$ cat config.mk
export PLATFORM = sky130hd
export DESIGN_NAME = plane_sprite_layer
export DESIGN_NICKNAME = d
export VERILOG_FILES = /design/src/rtl/plane_sprite_layer_pkg.sv /design/src/rtl/sprite_hit_calc.sv /design/src/rtl/plane_sprite_layer.sv
export SDC_FILE = /design/constraint.sdc
export NUM_CORES = 1
export LEC_CHECK = 0
export ABC_AREA = 0
export CAP_MARGIN = 10
export CORE_ASPECT_RATIO = 1.25
export CORE_MARGIN = 2
export CORE_UTILIZATION = 50
export DETAILED_ROUTE_END_ITERATION = 8
export GPL_TIMING_DRIVEN = 0
export PLACE_DENSITY = 0.82
export SETUP_SLACK_MARGIN = 0.5
export SLEW_MARGIN = 20
export SYNTH_ARGS = -nofsm -noshare
export SYNTH_HDL_FRONTEND = slang
export SYNTH_SLANG_ARGS = --single-unit
$ cat constraint.sdc
create_clock -name clk -period 5.84 [get_ports clk]
set_clock_uncertainty 0.15 [all_clocks]
set_input_delay 1.168 -clock clk [delete_from_list [all_inputs] [get_ports clk]]
set_output_delay 1.168 -clock clk [all_outputs]
set_load 0.01 [all_outputs]
$ cat src/rtl/plane_sprite_layer_pkg.sv
// plane_sprite_layer_pkg: shared display constants, pipeline stage type and colour select helper
package plane_sprite_layer_pkg;

    localparam int COLOR_W    = 4;
    localparam int RGB_W      = 3 * COLOR_W;
    localparam int H_DISP_LEN = 640;
    localparam int V_DISP_LEN = 480;
    localparam int SPR_SIZE   = 32;

    typedef struct packed {
        logic [COLOR_W-1:0] r;
        logic [COLOR_W-1:0] g;
        logic [COLOR_W-1:0] b;
    } rgb_t;

    // Per-pixel control that travels alongside the ROM access
    typedef struct packed {
        logic hit;
        logic disp;
        logic hs;
        logic vs;
    } stage_t;

    localparam stage_t STAGE_IDLE = '{hit: 1'b0, disp: 1'b0, hs: 1'b1, vs: 1'b1};

    // Blanking forces black; transparent sprite texels fall through to the background
    function automatic rgb_t pick_rgb(input logic disp, input logic hit,
                                      input logic [RGB_W-1:0] rom,
                                      input logic [RGB_W-1:0] key,
                                      input logic [RGB_W-1:0] bg);
        return !disp ? '0 : (hit && rom != key) ? rgb_t'(rom) : rgb_t'(bg);
    endfunction

endpackage

$ cat src/rtl/sprite_hit_calc.sv
// sprite_hit_calc: combinational sprite hit test and texel address generator
module sprite_hit_calc #(
    parameter int H_W      = 10,
    parameter int V_W      = 10,
    parameter int SPR_SIZE = 32
) (
    input  logic [H_W-1:0]                   h_i,
    input  logic [V_W-1:0]                   v_i,
    input  logic [H_W-1:0]                   x_i,
    input  logic [V_W-1:0]                   y_i,
    input  logic                             disp_i,
    output logic                             hit_o,
    output logic [2*$clog2(SPR_SIZE)-1:0]    addr_o
);

    localparam int SB = $clog2(SPR_SIZE);
    localparam logic [H_W:0] SPR_H = (H_W+1)'(SPR_SIZE);
    localparam logic [V_W:0] SPR_V = (V_W+1)'(SPR_SIZE);

    logic [H_W:0] dx;
    logic [V_W:0] dy;

    // One extra bit keeps pixels left of / above the sprite negative instead of wrapping
    always_comb begin
        dx     = {1'b0, h_i} - {1'b0, x_i};
        dy     = {1'b0, v_i} - {1'b0, y_i};
        hit_o  = disp_i && !dx[H_W] && !dy[V_W] && dx < SPR_H && dy < SPR_V;
        addr_o = {dy[SB-1:0], dx[SB-1:0]};
    end

endmodule

$ cat src/rtl/plane_sprite_layer.sv
// plane_sprite_layer: overlays the player sprite on a flat background with a 3-stage pixel pipeline
module plane_sprite_layer
    import plane_sprite_layer_pkg::*;
#(
    parameter int               H_W       = 10,
    parameter int               V_W       = 10,
    parameter int               SPR_SIZE  = plane_sprite_layer_pkg::SPR_SIZE,
    parameter logic [RGB_W-1:0] BG_COLOR  = 12'h124,
    parameter logic [RGB_W-1:0] KEY_COLOR = 12'hF0F,
    parameter int               INIT_X    = 304,
    parameter int               INIT_Y    = 400
) (
    input  logic                          clk,
    input  logic                          rst,
    input  logic [H_W-1:0]                req_h_addr_i,
    input  logic [V_W-1:0]                req_v_addr_i,
    input  logic                          disp_i,
    input  logic                          h_sync_i,
    input  logic                          v_sync_i,
    input  logic                          pos_valid_i,
    input  logic [H_W-1:0]                pos_x_i,
    input  logic [V_W-1:0]                pos_y_i,
    output logic                          pos_ready_o,
    output logic [2*$clog2(SPR_SIZE)-1:0] rom_addr_o,
    input  logic [RGB_W-1:0]              rom_data_i,
    output logic [COLOR_W-1:0]            vga_r_o,
    output logic [COLOR_W-1:0]            vga_g_o,
    output logic [COLOR_W-1:0]            vga_b_o,
    output logic                          h_sync_o,
    output logic                          v_sync_o
);

    localparam int AW = 2 * $clog2(SPR_SIZE);

    logic [H_W-1:0] act_x_q, act_x_d, pnd_x_q, pnd_x_d;
    logic [V_W-1:0] act_y_q, act_y_d, pnd_y_q, pnd_y_d;
    logic           pnd_full_q, pnd_full_d;
    logic           commit_q, commit_d;
    logic [AW-1:0]  rom_addr_q, rom_addr_d;
    stage_t         s1_q, s1_d, s2_q, s2_d;
    rgb_t           rgb_q, rgb_d;
    logic [1:0]     sync_q, sync_d;
    logic           hit_c;
    logic [AW-1:0]  addr_c;
    logic           commit, accept;

    sprite_hit_calc #(
        .H_W      (H_W),
        .V_W      (V_W),
        .SPR_SIZE (SPR_SIZE)
    ) u_hit (
        .h_i    (req_h_addr_i),
        .v_i    (req_v_addr_i),
        .x_i    (act_x_q),
        .y_i    (act_y_q),
        .disp_i (disp_i),
        .hit_o  (hit_c),
        .addr_o (addr_c)
    );

    // Position handshake/commit and the three pixel pipeline stages; s1_q.vs doubles as the v_sync history bit
    always_comb begin
        commit     = commit_q && pnd_full_q;
        accept     = pos_valid_i && !pnd_full_q;
        act_x_d    = commit ? pnd_x_q : act_x_q;
        act_y_d    = commit ? pnd_y_q : act_y_q;
        pnd_x_d    = accept ? pos_x_i : pnd_x_q;
        pnd_y_d    = accept ? pos_y_i : pnd_y_q;
        pnd_full_d = accept || (pnd_full_q && !commit_q);
        commit_d   = s1_q.vs && !v_sync_i;
        rom_addr_d = hit_c ? addr_c : rom_addr_q;
        s1_d       = '{hit: hit_c, disp: disp_i, hs: h_sync_i, vs: v_sync_i};
        s2_d       = s1_q;
        rgb_d      = pick_rgb(s2_q.disp, s2_q.hit, rom_data_i, KEY_COLOR, BG_COLOR);
        sync_d     = {s2_q.hs, s2_q.vs};
    end

    // State registers; reset puts the pipeline in blanking with syncs inactive
    always_ff @(posedge clk or negedge rst) begin
        if (!rst) begin
            act_x_q    <= H_W'(INIT_X);
            act_y_q    <= V_W'(INIT_Y);
            pnd_x_q    <= '0;
            pnd_y_q    <= '0;
            pnd_full_q <= 1'b0;
            commit_q   <= 1'b0;
            rom_addr_q <= '0;
            s1_q       <= STAGE_IDLE;
            s2_q       <= STAGE_IDLE;
            rgb_q      <= '0;
            sync_q     <= 2'b11;
        end else begin
            act_x_q    <= act_x_d;
            act_y_q    <= act_y_d;
            pnd_x_q    <= pnd_x_d;
            pnd_y_q    <= pnd_y_d;
            pnd_full_q <= pnd_full_d;
            commit_q   <= commit_d;
            rom_addr_q <= rom_addr_d;
            s1_q       <= s1_d;
            s2_q       <= s2_d;
            rgb_q      <= rgb_d;
            sync_q     <= sync_d;
        end
    end

    assign pos_ready_o = !pnd_full_q;
    assign rom_addr_o  = rom_addr_q;
    assign vga_r_o     = rgb_q.r;
    assign vga_g_o     = rgb_q.g;
    assign vga_b_o     = rgb_q.b;
    assign h_sync_o    = sync_q[1];
    assign v_sync_o    = sync_q[0];

endmodule

==> results of run 1 <==
==> critical path, cell delays in order <==
cell             delay (ns)
clkdlybuf4s50_1        0.46
inv_1                  0.04
ha_1                   0.22
fa_1                   0.41
nand2b_1               0.18
a21oi_1                0.24
a2111oi_0              0.12
a2111oi_0              0.40
o2111ai_1              0.19
nor4_2                 0.35
buf_6                  0.23
mux2_4                 0.31
==> worst paths after layout <==
check	startpoint	end	slack, ns	cells past startpoint
max	req_h_addr_i[0]	rom_addr_o[8]	1.61	12
min in group asynchronous	rst	vga_b_o[2]	0.58	1
max reg2reg	act_y_q[0]	rom_addr_o[8]	2.54	11
max in group asynchronous	rst	act_x_q[4]	4.34	2
min reg2reg	s2_q[1]	sync_q[1]	0.21	0
min	s2_q[1]	sync_q[1]	0.21	0
==> where the power goes <==
part           total, mW  internal (mW)  switching [mW]
clock network      0.364          0.160           0.204
registers          0.732          0.662          0.0701
logic              0.841          0.425           0.416
==> registers in the layout, indices dropped and copies added, names as in the netlist <==
register and count:
act_x_q 10, act_y_q 10, pnd_x_q 10, pnd_y_q 10, rom_addr_o 10, s1_q 4
s2_q 4, vga_b_o 4, vga_g_o 4, vga_r_o 4, sync_q 2, commit_q 1
pnd_full_q 1
==> through the flow <==
stage / hold WS (ns) / cells / cell area, µm²
after global placement: 0.185 / 479 / 4630
after detailed placement: 0.195 / 480 / 4640
final: 0.209 / 496 / 4830
after CTS: 0.211 / 496 / 4830
after global routing: 0.214 / 496 / 4830
after floorplan: 0.181 / 305 / 3690
==> metal layers <==
layer / GRT usage [%] / share of wire, %
met2: 32.0 / 52
met5: 0 / 0
met1: 23.1 / 42
met4: 8.74 / 1.8
met3: 3.87 / 4.3
==> final cells by class <==
cell class,count,area (µm²)
buffer,7,45.0
clock buffer,9,124
clock inverter,7,60.1
fill,573,2440
inverter,36,135
multi-input combinational,188,1640
sequential,74,1870
tap,92,115
timing repair buffer,83,838
==> cells by family after synthesis <==
logic type / after synthesis
compound gates: 53
xor+xnor: 8
fa+ha+maj: 22
buf+inv: 43
flops: 74
mux: 50
simple gates: 55
==> synth_stat cells (all sizes together) <==
cell     number
a2111oi       4
a211o         2
a211oi        3
a21o          3
a21oi        10
a22oi         2
a2bb2oi       1
a311o         1
a31oi         3
a32o          1
a41oi         1
and2          8
and2b         2
and3          2
buf           3
clkbuf        4
dfrtp        62
dfstp        12
fa            2
ha           20
inv          36
mux2         47
mux2i         3
nand2        14
nand2b        6
nand3         3
nand3b        1
nand4         1
nand4bb       1
nor2         11
nor2b         4
nor4          1
o2111ai       3
o211ai        2
o21a          4
o21ai         5
o21bai        1
o221ai        1
o22ai         1
o311ai        1
o31ai         3
o41ai         1
or4           1
xnor2         6
xor2          2
==> impl_metrics.toml, run 1 <==
[run_status]
outcome = "complete, no violations"

[setup_path]
start_kind = "input port"
critPathMaxFanout = 10
cp.required_ns = 5.93
critPathKind = "input port to flop"
crit_path_end_kind = "flop"
crit_arrival_ns = 4.32

[global_route]
grt_pass1_wl_um = 11800
antenna_found_initial = 0
grt_overflow = 0
grt_pass1_vias = 2621
grt_max_degree = 47
grt_use_total_pct = 19.0

[clock_tree]
cts_tree = "yes"
cts_resized = 0
cts_hold_buffers = 0
numCtsBuffers = 9
clock_sinks = 74
postCtsSetupBuffers = 0
root_buffer = "clkbuf_8"
cts.clk_slew.worst_paths_ns = 0.08
worstSkewPairLatency_ns = 0.35
clk_path_buf_depth = 2
htree_levels = 3

[cells_and_area]
final_common_cell = "clkdlybuf4s50_1"
area_growth_pct = 30.8
final_util_pct = 66.4
final_layout_size_suffix_gt1_share_pct = 21.0
diodes = 0
fin_nets = 479
mostFrequentLayoutCells = "clkdlybuf4s50_1, dfrtp_1, mux2_2"

[sta]
tightest_slew_ns = 0.640
fmax_mhz = 236
final-max-slew-violation-count = 0
grt_setup_unrepaired = "no"
finalHoldViolCount = 0
post-route-period-util_pct = 72.5
layout_min_cycle_time_ns = 4.23
tns_ns = 0
finalSetupViolCount = 0
setup_ws_ns = 1.61
timing.slew.headroom_pct = 56.8

[logic_synthesis]
ys_seq_elements = 74
synthCells = 305
syn_area_um2 = 3690
synthAdderAreaFrac_pct = 7.87
synth_xor_xnor_area_share_pct = 1.90
synth_compound_area_share_pct = 11.0
avgSynthCellArea_um2 = 12.1
synthDistinctLibCells = 51
synth_mux_area_share_pct = 15.8
synth_top_family_by_area = "multiplexers"
synth_nets = 385
seq_area_frac_synth_pct = 50.6
yosys.area_share.simple_pct = 8.00
synth_top_area_cell = "dfrtp_1"
yosysWarnings = 0
netlist.area_leader.share_pct = 42.0
synth_area_leaders = "dfrtp_1, mux2_2, dfstp_2"

[route]
drc = 0
drt-initial-drc-count = 109
via_per_inst = 5.25
vias = 2604
dr.pass1.iters = 4
wl_per_cell_um = 14.5
drt-total-wl_um = 7170
antenna_left = 0

[die]
die_y_um = 100
core-area_um2 = 7270
die_w_um = 80.8
start_util_pct = 50.8
die_area_um2 = 8090
io_pins = 83
rows = 35

[place]
gp_congestion = 0.846
dp_hpwl_um = 5610
portBuffers = 82
dp_worst_setup_slack_ns = 1.26

[pwr]
irDropWorstVdd_mv = 0.235
power_mw = 1.94
p_leak_nw = 2.14
cellPowerDensity_nw_per_um2 = 401

[min_path]
hold_path.class = "flop to flop"

[run]
drv_cap = 0
No activity file was read; power rests on OpenSTA's default activity.
==> run 2: changes to the inputs <==
- clock period: 5.84 -> 4.2 ns (I/O delays scaled with it)
==> impl_metrics.toml, run 2 (synthesis results as in run 1) <==
[clock_tree]
cts_tree = "yes"
clk_path_buf_depth = 2
htree_levels = 3
worstSkewPairLatency_ns = 0.35
numCtsBuffers = 9
clock_sinks = 74
cts.clk_slew.worst_paths_ns = 0.08
root_buffer = "clkbuf_8"

[die]
start_util_pct = 50.8
die_w_um = 80.8
die_area_um2 = 8090
core-area_um2 = 7270
die_y_um = 100
io_pins = 83
rows = 35

[global_route]
grt_pass1_wl_um = 12100
antenna_found_initial = 0
grt_use_total_pct = 19.4
grt_pass1_vias = 2657
grt_overflow = 0
grt_max_degree = 47

[setup_path]
worstPathCellList = "clkdlybuf4s50_1 > inv_1 > ha_2 > fa_2 > nand2b_4 > a21oi_4 > a2111oi_4 > a2111oi_4 > o2111ai_2 > nor4_4 > buf_6 > mux2_4"
critPathKind = "input port to flop"
r2r_end = "rom_addr_o[8]"
crit_path_end_kind = "flop"
critPathMaxFanout = 5
rrSetupSlack_ns = 1.08
cp.required_ns = 4.29
crit_arrival_ns = 3.67
startpoint = "req_h_addr_i[0]"
crit_top_cell = "a2111oi_4"
crit_slowest_cell = "clkdlybuf4s50_1"
crit_path_max_incr_delay_ns = 0.46
crit_end = "rom_addr_o[8]"
start_kind = "input port"
ff2ff_path_depth = 11
reg2reg_from = "act_x_q[5]"

[run]
drv_cap = 0

[cells_and_area]
fin_nets = 485
final_layout_size_suffix_gt1_share_pct = 24.9
mostFrequentLayoutCells = "clkdlybuf4s50_1, dfrtp_1, mux2_2"
seq_area_um2 = 1870
diodes = 0
multi_input_comb_area_um2 = 1730
fillers = 552
layout.cells.non_filler = 502
final_common_cell = "clkdlybuf4s50_1"
area_growth_pct = 34.9
stdcell_area_um2 = 4980

[route]
drt-total-wl_um = 7540
antenna_left = 0
dr.pass1.iters = 4
vias = 2628
drc = 0
via_per_inst = 5.24
wl_per_cell_um = 15.0
drt-initial-drc-count = 120

[place]
place_area_um2 = 4640
gp_congestion = 0.846
dpl.cell_count = 480
portBuffers = 82
dp_hpwl_um = 5610

[sta]
grt_setup_unrepaired = "no"
finalHoldViolCount = 0
timing.slew.headroom_pct = 49.7
fmax_mhz = 279
tns_ns = 0
final-max-slew-violation-count = 0
layout_min_cycle_time_ns = 3.58
post-route-period-util_pct = 85.3
tightest_slew_ns = 0.745
finalSetupViolCount = 0

[pwr]
power_mw = 2.84
irDropWorstVdd_mv = 0.341
cellPowerDensity_nw_per_um2 = 570
p_leak_nw = 2.19

[run_status]
outcome = "complete, no violations"

[min_path]
hold_path.class = "flop to flop"
## run 2: cell count changes in the layout (fill, tap and decap cells not counted), moves of 2 or more
cell	delta
buf_6	+3
fa_2	+2
buf_4	+3
ha_1	-2
a2111oi_0	-3
fa_1	-2
ha_2	+2
a2111oi_4	+2
## run 2: area by class of cell
type                            instances  share of cell area (%)
Inverter                               36                    2.71
Buffer                                  7                   0.905
Timing Repair Buffer                   89                    18.0
Sequential cell                        74                    37.5
Clock buffer                            9                    2.49
Clock inverter                          7                    1.21
Tap cell                               92                    2.31
Multi-Input combinational cell        188                    34.8
## run 2: repair_timing
action                     4_1_cts  5_1_grt
resized for setup                4       20
setup endpoints to repair       10       10
buffers inserted                 3        2
pin swaps                        4       11
cloned                           1        0
hold buffers                     0        0
## run 2: worst max-delay path: cells and delay by family
kind / cells / cell delay [ns]
AOI/OAI and AO/OA: 4 / 0.74
buffers and inverters: 3 / 0.69
adders and majority gates: 2 / 0.60
and+or+nand+nor: 2 / 0.49
muxes: 1 / 0.30
## run 2: per-layer routing
metal	track usage, %	share of wire (%)
met5	0	0
met3	3.78	3.7
met2	33.3	53
met1	23.6	41
met4	8.34	2.4
## run 2: how the worst min path moves through the flow
stage	startpoint	end	slack [ns]	depth (start not counted)
floorplan	s1_q[2]	s2_q[2]	0.18	0
CTS	s2_q[1]	sync_q[1]	0.21	0
detailed placement	s1_q[2]	s2_q[2]	0.19	0
global placement	s1_q[3]	s2_q[3]	0.18	0
global route	s2_q[1]	sync_q[1]	0.21	0
finish	s2_q[1]	sync_q[1]	0.21	0
## run 2: power breakdown
part / leakage (nW) / internal [mW] / switching, mW
Combinational: 1.22 / 0.645 / 0.662
Clock: 0.0844 / 0.223 / 0.286
Sequential: 0.885 / 0.920 / 0.0986
Total: 2.19 / 1.79 / 1.05
## run 2: through the flow
step / worst slack, ns / utilization [%] / hold slack [ns]
floorplan: 0.715 / - / 0.181
global placement: -0.240 / 63.6 / 0.185
detailed placement: -0.0500 / 63.9 / 0.195
CTS: 0.509 / 67.0 / 0.211
global route: 0.463 / 68.5 / 0.214
finish: 0.617 / 68.5 / 0.209
==> run 3: changes to the inputs <==
- clock period: 4.2 -> 3.6 ns (I/O delays scaled with it)
==> impl_metrics.toml, run 3 (synthesis results as in run 1) <==
[setup_path]
critPathMaxFanout = 5
ff2ff_path_depth = 10
crit_arrival_ns = 3.26
rrSetupSlack_ns = 0.54
start_kind = "input port"
cp.required_ns = 3.68
critPathKind = "input port to flop"
crit_path_end_kind = "flop"
r2r_end = "rom_addr_o[8]"
reg2reg_from = "act_y_q[1]"

[clock_tree]
clk_path_buf_depth = 2
cts_hold_buffers = 0
cts_tree = "yes"
worstSkewPairLatency_ns = 0.35
cts.clk_slew.worst_paths_ns = 0.08
numCtsBuffers = 9
root_buffer = "clkbuf_8"
clock_sinks = 74
htree_levels = 3

[pwr]
comb_power_share_pct = 50.6
power_mw = 3.85
power_switching_mw = 1.37
cellPowerDensity_nw_per_um2 = 715
clkPwrFrac_pct = 18.4
pwr-share-seq_pct = 31.0
power_switching_share_pct = 35.6
irDropWorstVdd_mv = 0.470
p_int_mw = 2.48
p_leak_nw = 2.35

[route]
antenna_left = 0
drt-initial-drc-count = 69
dr.pass1.iters = 4
vias = 2727
wl_per_cell_um = 16.4
via_per_inst = 5.34
drt-total-wl_um = 8360
drc = 0

[sta]
finalSetupViolCount = 0
setup_ws_ns = 0.424
finalHoldViolCount = 0
final-max-slew-violation-count = 0
grt_setup_unrepaired = "yes"
timing.slew.headroom_pct = 61.5
tightest_slew_ns = 0.578
tns_ns = 0
fmax_mhz = 315
layout_min_cycle_time_ns = 3.18
post-route-period-util_pct = 88.2

[die]
io_pins = 83
die_area_um2 = 8090
rows = 35
core-area_um2 = 7270
die_y_um = 100
die_w_um = 80.8
start_util_pct = 50.8

[global_route]
grt_use_total_pct = 20.8
grt_overflow = 0
grt_max_degree = 49
grt_pass1_wl_um = 12800
grt_pass1_vias = 2746
antenna_found_initial = 0

[run]
drv_cap = 0

[cells_and_area]
mostFrequentLayoutCells = "clkdlybuf4s50_1, dfrtp_1, mux2_2"
final_layout_size_suffix_gt1_share_pct = 33.7
final_common_cell = "clkdlybuf4s50_1"
fin_nets = 494
area_growth_pct = 46.1
diodes = 0

[place]
portBuffers = 82
gp_congestion = 0.832
dp_hpwl_um = 5670
dp_worst_setup_slack_ns = -0.408

[run_status]
outcome = "complete, no violations"

[min_path]
hold_path.class = "input port to asynchronous set/reset pin"
run 3: layer usage:
metal  vias up  part of all wire (%)  GRT usage (%)
met1      1334                    40           24.8
met3        21                   4.3           5.31
met5         -                     0              0
li1       1291                     -              -
met4         0                   2.6           7.30
met2        81                    53           36.0
run 3: how the worst max path moves through the flow:
stage | start | end | slack [ns]
3_5_place_dp | req_h_addr_i[0] | rom_addr_o[2] | -0.41
4_1_cts | req_v_addr_i[0] | rom_addr_o[8] | 0.31
2_1_floorplan | req_v_addr_i[0] | rom_addr_o[2] | 0.44
5_1_grt | req_v_addr_i[4] | rom_addr_o[8] | 0.37
6_report | req_v_addr_i[4] | rom_addr_o[8] | 0.42
3_3_place_gp | rst | pnd_y_q[1] | -0.73
run 3: timing repair:
item                                    in CTS  in global routing
gates resized for setup                     34                 48
cloned                                       1                  0
buffers inserted                             8                  6
pin swaps                                   16                 28
endpoints found under the setup margin      11                 11
run 3: final cells by class:
cell class              instances  area [µm²]
plain buffers                   7        48.8
clock buffers                  12         145
clock inverters                 4        76.3
fillers                       481        1880
inverters                      36         148
multi-input cells             188        2020
flip-flops and latches         74        1870
well taps                      92         115
repair buffers                 98         972
run 3: worst max-delay path: stages:
cell             delay [ns]
clkdlybuf4s50_1        0.54
ha_4                   0.25
o2111ai_2              0.11
a41oi_2                0.19
a311o_1                0.31
a211o_1                0.30
nor4_4                 0.30
buf_4                  0.22
mux2_4                 0.30
run 3: stage by stage:
stage | util, % | std cells | area (µm²) | hold WS, ns
after floorplan | - | 305 | 3730 | 0.181
after global placement | 64.1 | 479 | 4660 | 0.186
after detailed placement | 64.5 | 480 | 4690 | 0.198
after CTS | 69.9 | 505 | 5080 | 0.140
after global routing | 74.1 | 511 | 5390 | 0.153
final | 74.1 | 511 | 5390 | 0.133
run 3: power by group through the flow:
stage	registers [mW]	clock network (mW)	logic (mW)
after detailed placement	1.21	0	1.39
after global routing	1.22	0.759	2.11
after CTS	1.19	0.720	1.57
after global placement	1.19	0	1.36
after floorplan	1.17	0	1.06
final	1.19	0.709	1.95
